[src/rtl/alu_arbiter_if.sv]
// rtl/alu_arbiter_if.sv - request, shared-ALU and response signals of the ALU arbiter
//
// Purpose : bundles the two requester channels, the shared ALU connection and
//           the response channel into one interface.
// Modports: slave  - the arbiter (accepts requests, drives ALU operands and responses)
//           master - the surroundings (requesters, combinational ALU, response consumer)
// Signals : reqN_valid/ready, reqN_a/b (32), reqN_op (4)   requester N
//           alu_a/alu_b (32), alu_op (4)                   operands to the ALU
//           alu_result (32), alu_flags (4)                 {carry, overflow, zero, set}
//           rsp_valid/ready, rsp_id, rsp_result (32), rsp_flags (4), rsp_err
//           busy                                           arbiter not idle

interface alu_arbiter_if;
   logic        req0_valid;
   logic        req0_ready;
   logic [31:0] req0_a;
   logic [31:0] req0_b;
   logic [3:0]  req0_op;
   logic        req1_valid;
   logic        req1_ready;
   logic [31:0] req1_a;
   logic [31:0] req1_b;
   logic [3:0]  req1_op;
   logic [31:0] alu_a;
   logic [31:0] alu_b;
   logic [3:0]  alu_op;
   logic [31:0] alu_result;
   logic [3:0]  alu_flags;
   logic        rsp_valid;
   logic        rsp_ready;
   logic        rsp_id;
   logic [31:0] rsp_result;
   logic [3:0]  rsp_flags;
   logic        rsp_err;
   logic        busy;

   modport slave (
      input  req0_valid, req0_a, req0_b, req0_op,
      input  req1_valid, req1_a, req1_b, req1_op,
      output req0_ready, req1_ready,
      output alu_a, alu_b, alu_op,
      input  alu_result, alu_flags,
      output rsp_valid, rsp_id, rsp_result, rsp_flags, rsp_err, busy,
      input  rsp_ready
   );

   modport master (
      output req0_valid, req0_a, req0_b, req0_op,
      output req1_valid, req1_a, req1_b, req1_op,
      input  req0_ready, req1_ready,
      input  alu_a, alu_b, alu_op,
      output alu_result, alu_flags,
      input  rsp_valid, rsp_id, rsp_result, rsp_flags, rsp_err, busy,
      output rsp_ready
   );
endinterface

[src/rtl/alu_arbiter.sv]
// rtl/alu_arbiter.sv - two-requester arbiter in front of one shared combinational ALU
//
// Purpose : grants one of two requesters in IDLE (round-robin when FAIR=1,
//           requester 0 priority when FAIR=0), drives the latched operation to
//           the ALU for one EXEC cycle, captures the result and holds it in
//           RESP until the consumer takes it. Illegal opcodes skip EXEC and
//           answer with rsp_err=1.
// Ports   : clk   - clock, rising edge
//           rst_n - asynchronous active-low reset
//           bus   - alu_arbiter_if.slave (requesters, ALU, response, busy)

module alu_arbiter #(
   parameter int FAIR = 1
) (
   input  logic           clk,
   input  logic           rst_n,
   alu_arbiter_if.slave   bus
);

   typedef enum logic [1:0] {IDLE, EXEC, RESP} state_t;

   state_t      state;
   state_t      state_nxt;

   logic        last_grant;
   logic [31:0] lat_a;
   logic [31:0] lat_b;
   logic [3:0]  lat_op;
   logic        rsp_id_q;
   logic [31:0] rsp_result_q;
   logic [3:0]  rsp_flags_q;
   logic        rsp_err_q;

   logic        grant_id;
   logic        accept;
   logic [31:0] sel_a;
   logic [31:0] sel_b;
   logic [3:0]  sel_op;
   logic        sel_legal;

   function automatic logic op_legal(input logic [3:0] op);
      case (op)
         4'b0000, 4'b0001, 4'b0010, 4'b0011, 4'b0100,
         4'b0101, 4'b0110, 4'b0111, 4'b1001, 4'b1010: op_legal = 1'b1;
         default:                                     op_legal = 1'b0;
      endcase
   endfunction

   // Grant choice: a lone requester always wins; on a tie the fair variant
   // picks whoever was not served last, the priority variant picks 0.
   always_comb begin
      grant_id = 1'b0;
      if (bus.req0_valid && bus.req1_valid)
         grant_id = (FAIR != 0) ? ~last_grant : 1'b0;
      else if (bus.req1_valid)
         grant_id = 1'b1;
   end

   assign sel_a     = grant_id ? bus.req1_a  : bus.req0_a;
   assign sel_b     = grant_id ? bus.req1_b  : bus.req0_b;
   assign sel_op    = grant_id ? bus.req1_op : bus.req0_op;
   assign sel_legal = op_legal(sel_op);
   assign accept    = (state == IDLE) && (bus.req0_valid || bus.req1_valid);

   always_ff @(posedge clk or negedge rst_n) begin
      if (!rst_n)
         state <= IDLE;
      else
         state <= state_nxt;
   end

   always_comb begin
      state_nxt      = state;
      bus.req0_ready = 1'b0;
      bus.req1_ready = 1'b0;
      bus.alu_a      = '0;
      bus.alu_b      = '0;
      bus.alu_op     = '0;
      bus.rsp_valid  = 1'b0;
      bus.busy       = 1'b1;
      case (state)
         IDLE: begin
            bus.busy       = 1'b0;
            bus.req0_ready = accept && !grant_id;
            bus.req1_ready = accept &&  grant_id;
            if (accept)
               state_nxt = sel_legal ? EXEC : RESP;
         end
         EXEC: begin
            bus.alu_a  = lat_a;
            bus.alu_b  = lat_b;
            bus.alu_op = lat_op;
            state_nxt  = RESP;
         end
         RESP: begin
            bus.rsp_valid = 1'b1;
            if (bus.rsp_ready)
               state_nxt = IDLE;
         end
         default: state_nxt = IDLE;
      endcase
   end

   // Response fields are cleared at acceptance so an illegal op reports
   // zero result/flags; a legal op overwrites them at the end of EXEC.
   always_ff @(posedge clk or negedge rst_n) begin
      if (!rst_n) begin
         last_grant   <= 1'b1;
         lat_a        <= '0;
         lat_b        <= '0;
         lat_op       <= '0;
         rsp_id_q     <= 1'b0;
         rsp_result_q <= '0;
         rsp_flags_q  <= '0;
         rsp_err_q    <= 1'b0;
      end else if (accept) begin
         last_grant   <= grant_id;
         lat_a        <= sel_a;
         lat_b        <= sel_b;
         lat_op       <= sel_op;
         rsp_id_q     <= grant_id;
         rsp_result_q <= '0;
         rsp_flags_q  <= '0;
         rsp_err_q    <= ~sel_legal;
      end else if (state == EXEC) begin
         rsp_result_q <= bus.alu_result;
         rsp_flags_q  <= bus.alu_flags;
      end
   end

   assign bus.rsp_id     = rsp_id_q;
   assign bus.rsp_result = rsp_result_q;
   assign bus.rsp_flags  = rsp_flags_q;
   assign bus.rsp_err    = rsp_err_q;

endmodule

[src/flat_wrapper.sv]
// flat-port wrapper written by rule: the top's interface ports become plain ports
module alu_arbiter_flat 
#(
   parameter int FAIR = 1
)
  (clk, rst_n, bus_req0_valid, bus_req0_a, bus_req0_b, bus_req0_op, bus_req1_valid, bus_req1_a, bus_req1_b, bus_req1_op, bus_req0_ready, bus_req1_ready, bus_alu_a, bus_alu_b, bus_alu_op, bus_alu_result, bus_alu_flags, bus_rsp_valid, bus_rsp_id, bus_rsp_result, bus_rsp_flags, bus_rsp_err, bus_busy, bus_rsp_ready);
  alu_arbiter_if bus_i ();
  input  logic clk;
  input  logic rst_n;
  input wire logic [$bits(bus_i.req0_valid)-1:0] bus_req0_valid;
  input wire logic [$bits(bus_i.req0_a)-1:0] bus_req0_a;
  input wire logic [$bits(bus_i.req0_b)-1:0] bus_req0_b;
  input wire logic [$bits(bus_i.req0_op)-1:0] bus_req0_op;
  input wire logic [$bits(bus_i.req1_valid)-1:0] bus_req1_valid;
  input wire logic [$bits(bus_i.req1_a)-1:0] bus_req1_a;
  input wire logic [$bits(bus_i.req1_b)-1:0] bus_req1_b;
  input wire logic [$bits(bus_i.req1_op)-1:0] bus_req1_op;
  output wire logic [$bits(bus_i.req0_ready)-1:0] bus_req0_ready;
  output wire logic [$bits(bus_i.req1_ready)-1:0] bus_req1_ready;
  output wire logic [$bits(bus_i.alu_a)-1:0] bus_alu_a;
  output wire logic [$bits(bus_i.alu_b)-1:0] bus_alu_b;
  output wire logic [$bits(bus_i.alu_op)-1:0] bus_alu_op;
  input wire logic [$bits(bus_i.alu_result)-1:0] bus_alu_result;
  input wire logic [$bits(bus_i.alu_flags)-1:0] bus_alu_flags;
  output wire logic [$bits(bus_i.rsp_valid)-1:0] bus_rsp_valid;
  output wire logic [$bits(bus_i.rsp_id)-1:0] bus_rsp_id;
  output wire logic [$bits(bus_i.rsp_result)-1:0] bus_rsp_result;
  output wire logic [$bits(bus_i.rsp_flags)-1:0] bus_rsp_flags;
  output wire logic [$bits(bus_i.rsp_err)-1:0] bus_rsp_err;
  output wire logic [$bits(bus_i.busy)-1:0] bus_busy;
  input wire logic [$bits(bus_i.rsp_ready)-1:0] bus_rsp_ready;
  assign bus_i.req0_valid = bus_req0_valid;
  assign bus_i.req0_a = bus_req0_a;
  assign bus_i.req0_b = bus_req0_b;
  assign bus_i.req0_op = bus_req0_op;
  assign bus_i.req1_valid = bus_req1_valid;
  assign bus_i.req1_a = bus_req1_a;
  assign bus_i.req1_b = bus_req1_b;
  assign bus_i.req1_op = bus_req1_op;
  assign bus_req0_ready = bus_i.req0_ready;
  assign bus_req1_ready = bus_i.req1_ready;
  assign bus_alu_a = bus_i.alu_a;
  assign bus_alu_b = bus_i.alu_b;
  assign bus_alu_op = bus_i.alu_op;
  assign bus_i.alu_result = bus_alu_result;
  assign bus_i.alu_flags = bus_alu_flags;
  assign bus_rsp_valid = bus_i.rsp_valid;
  assign bus_rsp_id = bus_i.rsp_id;
  assign bus_rsp_result = bus_i.rsp_result;
  assign bus_rsp_flags = bus_i.rsp_flags;
  assign bus_rsp_err = bus_i.rsp_err;
  assign bus_busy = bus_i.busy;
  assign bus_i.rsp_ready = bus_rsp_ready;
  alu_arbiter #(.FAIR(FAIR)) u_core (.clk(clk), .rst_n(rst_n), .bus(bus_i));
endmodule
[config.mk]
export PLATFORM = sky130hd
export DESIGN_NAME = alu_arbiter_flat
export DESIGN_NICKNAME = d
export VERILOG_FILES = /design/src/rtl/alu_arbiter_if.sv /design/src/rtl/alu_arbiter.sv /design/src/flat_wrapper.sv
export SDC_FILE = /design/constraint.sdc
export NUM_CORES = 1
export LEC_CHECK = 0
export CAP_MARGIN = 20
export CORE_MARGIN = 5
export CORE_UTILIZATION = 42
export DETAILED_ROUTE_END_ITERATION = 10
export HOLD_SLACK_MARGIN = 0.03
export PLACE_DENSITY = 0.83
export SLEW_MARGIN = 25
export SYNTH_ARGS = -nofsm -noshare
export SYNTH_HDL_FRONTEND = slang
export SYNTH_SLANG_ARGS = --single-unit
[constraint.sdc]
create_clock -name clk -period 3.2 [get_ports clk]
set_clock_uncertainty 0.05 [all_clocks]
set_input_delay 0.8 -clock clk [delete_from_list [all_inputs] [get_ports clk]]
set_output_delay 0.8 -clock clk [all_outputs]
set_load 0.05 [all_outputs]
# Word-level counts from Yosys, hierarchy flattened
# Memory sizes are Yosys's and may differ from the RTL's.
# Cells that the tools add are included.
[classes]
n_eq_ne = 4
muxes = 20
n_bitwise = 2
n_reduce_logical = 9
[ops]
columns = ["op", "n"]
rows = [
  ["two-way mux 32 bit", 6],
  ["two-way mux 4 bit", 4],
  ["two-way mux 1 bit", 6],
  ["two-way mux 2 bit", 3],
  ["one-hot mux 2 bit (3 select lines)", 1],
  ["logical AND 1 bit", 4],
  ["== test 2 x 1 -> 1 bit (second input constant)", 1],
  ["== test 2 bit (second input constant)", 1],
  ["logical NOT 2 bit", 1],
  ["inequality test 2 x 1 -> 1 bit (second input constant)", 1],
  ["inequality test 2 bit (second input constant)", 1],
  ["NOT 1 bit", 2],
  ["AND reduction 2 bit", 1],
  ["nonzero test 2 bit", 1],
  ["logical NOT 1 bit", 1],
  ["logical OR 1 bit", 1],
]
[totals]
reg_bits = 109
rom_bits = 16
inputBits = 177
output_inout_bits = 110
word_cells = 45
mem_count = 1
[mem_list]
columns = ["memory", "depth", "word_bits", "rd", "rd_clocked_by_memory_dff", "write_ports", "line", "text"]
rows = [
  ["(name not given)", 16, 1, 1, 0, 0, "alu_arbiter.sv:42", "case (op)"],
]

# Longest topological paths before layout
# An unclocked memory read counts as a cell.
[logic_depth]
ltp_word = 7
ltp_mapped = 5
mapped_depth_nobuf = 4

# Worst setup path before layout
# No wires, ideal clock.
[synth_path]
path_kind = "reg2out"
startpoint = "register u_core.state[1]"
endpoint = "output port bus_req1_ready"
t_arrival_ns = 1.778
required_ns = 2.350
path_slack_ns = 0.572
path_stages_with_launch = 5
path_buffers = 1
path_cell_list = "dfrtp_1 nor2_1 buf_4 inv_1 nor2_1"
[synth_between]
elab_chain_cells = 4
[synth_lines]
columns = ["item", "line", "text"]
rows = [
  ["start, declared", "alu_arbiter.sv:22", "state_t state;"],
  ["start signal, assigned", "alu_arbiter.sv:69", "state <= state_nxt;"],
  ["logical NOT 2 bit *", "alu_arbiter.sv:63, alu_arbiter.sv:81", ""],
  ["logical AND 1 bit", "alu_arbiter.sv:63", "assign accept = (state == IDLE) && (bus.req0_valid || bus.req1_valid);"],
  ["logical AND 1 bit", "alu_arbiter.sv:85", "bus.req1_ready = accept && grant_id;"],
  ["two-way mux 1 bit *", "alu_arbiter.sv:81", "case (state)"],
  ["end, declared", "flat_wrapper.sv:19", "output wire logic [$bits(bus_i.req1_ready)-1:0] bus_req1_ready;"],
]
# Every way passes the cells marked *; elsewhere a longest branch is shown, timed or not.

# Worst setup path after layout
[layout_path]
startpoint = "input port bus_req1_valid"
endpoint = "output port bus_req1_ready"
[layout_between]
elab_chain_cells = 4
elab_cells_between_ends = 7
classes_between = "mux: 3; reduce/logical: 4"
[layout_lines]
columns = ["item", "line", "text"]
rows = [
  ["start, declared", "flat_wrapper.sv:14", "input wire logic [$bits(bus_i.req1_valid)-1:0] bus_req1_valid;"],
  ["two-way mux 1 bit (tied with other cells)", "alu_arbiter.sv:55", "else if (bus.req1_valid)"],
  ["two-way mux 1 bit or logical AND 1 bit (tied branches)", "alu_arbiter.sv:53, alu_arbiter.sv:63", ""],
  ["logical AND 1 bit *", "alu_arbiter.sv:85", ""],
  ["two-way mux 1 bit *", "alu_arbiter.sv:81", ""],
]
# Marked as above.

==> metrics.cfg <==
[clock_network]
clk_pin_slew_ns=0.08
cts-resized-gates=0
cts_root_buf=clkbuf_16
cts_buffers=9
cts_tree=done
post-cts-setup-buffers=0
clock-sinks=109
clockBufferDepth=2
clk_latency_ns=0.34
cts_max_level=3
ctsHoldBuffers=0

[power]
pwr-share-comb_pct=54.7
p_per_area_nw_per_um2=912
p_leak_nw=3.96
power.switching_mw=3.51
seqPwrFrac_pct=29.9
switching_share_pct=44.1
irDropWorstVdd_uv=498
internal_power_mw=4.45
p_clk_share_pct=15.5

[logic_synthesis]
syn-num-nets=676
synth_area_um2=5170
synth-xor-area-share_pct=0.339
yosys.area_share.simple_pct=22.2
syn_area_per_cell_um2=10.4
synthAdderAreaFrac_pct=0
ys_types=30
synth_compound_area_share_pct=18.9
yosysSeqAreaShare_pct=52.8
yosysWarnings=0
synth.ff_latch_count=109
muxShareOfSynthArea_pct=0.775
synth_top_family_by_area=simple AND/OR/NAND/NOR gates
synth_cells=499

[layout]
fin_util_pct=72.3
register_area_um2=2730
design_area_um2=8720
multi_input_comb_area_um2=2210
antenna_cells=0
drive_gt1_share_pct=13.9
nets=937
fillCellCount=817
area_growth_pct=68.7

[sta]
fmax_mhz=349
worst_slew_pin_slew_ns=0.721
grt_setup_unrepaired=false
slew_headroom_pct=51.9
setup_viol=0
tns_ns=0
min_period_ns=2.86
slew_viol_final=0
fin_crit_sh_pct=89.5
finalWorstSetupSlack_ns=0.336
hold_viol=0

[placement]
place_hpwl_um=12900
dp_slack_ns=0.330
portBuffers=286
dpl_cell_area_um2=8390
gp_congestion=0.825

[drt]
num_vias=5029
drc=0
wirelength_um=17900
dr.pass1.iters=5
wl_per_cell_um=19.2
vias_per_cell=5.39
drtAntennaViolNets=0
drtIter0Drc=537

[worst_setup_path]
criticalPathCategory=in -> out
r2r_cells=5
rr_startpoint=u_core.state[1]$_DFFE_PN0P_
start_kind=primary input
cpPeakStageDelay_ns=0.48
cp_cell_sequence=clkdlybuf4s50_1, a21bo_2, nor2_1, buf_12
path_max_fanout=5
setup.worst_path.end=bus_req1_ready
crit_path_start=bus_req1_valid
reg2reg_slack_ns=0.72
endpoint_kind=primary output
r2r-end=u_core.lat_a[21]$_DFFE_PN0P_
cp.arrival_ns=2.01
cp.required_ns=2.35
crit_path_top_delay_cell=clkdlybuf4s50_1

[grt]
grt_remaining_overflow=0
grt_max_degree=67
antenna_found_initial=0
grt_pass1_wl_um=27600
grt.total_usage_pct=23.9
grt_pass1_vias=5205

[floorplanning]
core_area_um2=12100
start_util_pct=42.9
rows=40
die_y_um=121
die_x_um=121
pin_count=287
dieArea_um2=14600

[status]
outcome=finished clean

[min_path]
hold_path.class=in -> async

[flow_run]
drv_cap=0

[kinds of logic after synthesis]
group / count (synthesis)
simple gates: 214
compound gates: 121
flops: 109
buf+inv: 49
mux: 4
xor+xnor: 2
[synthesized netlist by cell type, drive strengths merged]
| cell type | count | area [µm²] |
|---|---|---|
| nand2 | 72 | 270 |
| o21ba | 1 | 10.0 |
| o211a | 2 | 20.0 |
| and3 | 65 | 407 |
| clkbuf | 24 | 90.1 |
| nand2b | 2 | 12.5 |
| o21bai | 1 | 7.51 |
| o31a | 1 | 8.76 |
| nor3 | 1 | 5.00 |
| a21boi | 1 | 11.3 |
| nor2 | 3 | 11.3 |
| dfstp | 1 | 26.3 |
| and2 | 68 | 425 |
| o2111ai | 2 | 17.5 |
| xnor2 | 2 | 17.5 |
| nand3 | 1 | 5.00 |
| a21o | 2 | 15.0 |
| a221o | 64 | 641 |
| buf | 23 | 161 |
| dfrtp | 108 | 2700 |
| mux2i | 4 | 40.0 |
| inv | 2 | 7.51 |
| a21bo | 1 | 10.0 |
| o21ai | 45 | 229 |
| a21oi | 1 | 5.00 |
| nor2b | 2 | 12.5 |
[stage by stage]
step	std cells	hold WS (ns)	power, mW
finish	933	0.436	7.95
CTS	933	0.449	7.98
detailed placement	917	0.432	6.73
global route	933	0.468	8.34
floorplan	499	0.415	5.08
global placement	917	0.413	6.61
[worst min-delay path by stage]
stage                                                end  slack [ns]
floorplan                   u_core.lat_op[1]$_DFFE_PN0P_        0.42
global placement           u_core.bus.rsp_id$_DFFE_PN0P_        0.41
detailed placement         u_core.bus.rsp_id$_DFFE_PN0P_        0.43
CTS                        u_core.bus.rsp_id$_DFFE_PN0P_        0.45
global route               u_core.bus.rsp_id$_DFFE_PN0P_        0.47
finish              u_core.bus.rsp_result[9]$_DFFE_PN0P_        0.44
[layout by cell type, fill, tap and decap left out, types with 2 or more instances in the layout]
cell	synthesis	final
bufinv_16	0	2
clkdlybuf4s50_1	0	215
inv_6	0	2
a21o_1	2	2
o211a_1	2	2
clkbuf_16	0	9
nand2b_1	2	2
and2_1	68	68
nand2_1	72	72
buf_12	0	37
xnor2_1	2	2
o21ai_0	42	42
o2111ai_1	2	2
a221o_1	64	64
inv_1	2	2
and3_1	65	64
dfrtp_1	108	108
nor2_1	3	2
buf_4	1	45
o21ai_1	2	2
mux2i_1	4	4
[worst max-delay path: cells and delay by family]
family                 cells  cell delay (ns)
buffers and inverters      2             0.66
AND/OR/NAND/NOR            1             0.26
AO/OA/AOI/OAI              1             0.29
[layer usage]
layer / up-vias / share of wire [%] / track usage, %
met5: - / 0 / 0
met4: 0 / 3.6 / 10.5
met3: 44 / 7.5 / 4.71
met2: 251 / 50 / 41.3
met1: 2422 / 39 / 28.8
li1: 2312 / - / -
[cell type report]
| class | count | area share, % |
|---|---|---|
| clock inverters | 6 | 1.08 |
| inverters | 2 | 0.0861 |
| repair buffers | 297 | 37.0 |
| flip-flops and latches | 109 | 31.3 |
| multi-input cells | 341 | 25.4 |
| well taps | 168 | 2.41 |
| clock buffers | 10 | 2.74 |
[flip-flops by register name, summed over array words and instances (netlist names)]
name / count
u_core.lat_b: 32
u_core.last_grant: 1
u_core.bus.rsp_result: 32
u_core.bus.rsp_err: 1
u_core.bus.rsp_id: 1
u_core.state: 2
u_core.bus.rsp_flags: 4
u_core.lat_op: 4
u_core.lat_a: 32
[power by group through the flow]
stage | Clock (mW) | Combinational (mW) | Sequential (mW)
after floorplan | 0 | 2.13 | 2.95
after global placement | 0 | 4.25 | 2.36
after detailed placement | 0 | 4.36 | 2.37
after CTS | 1.25 | 4.37 | 2.37
after global routing | 1.31 | 4.58 | 2.45
final | 1.23 | 4.35 | 2.38
(Power assumes the default switching activity.)
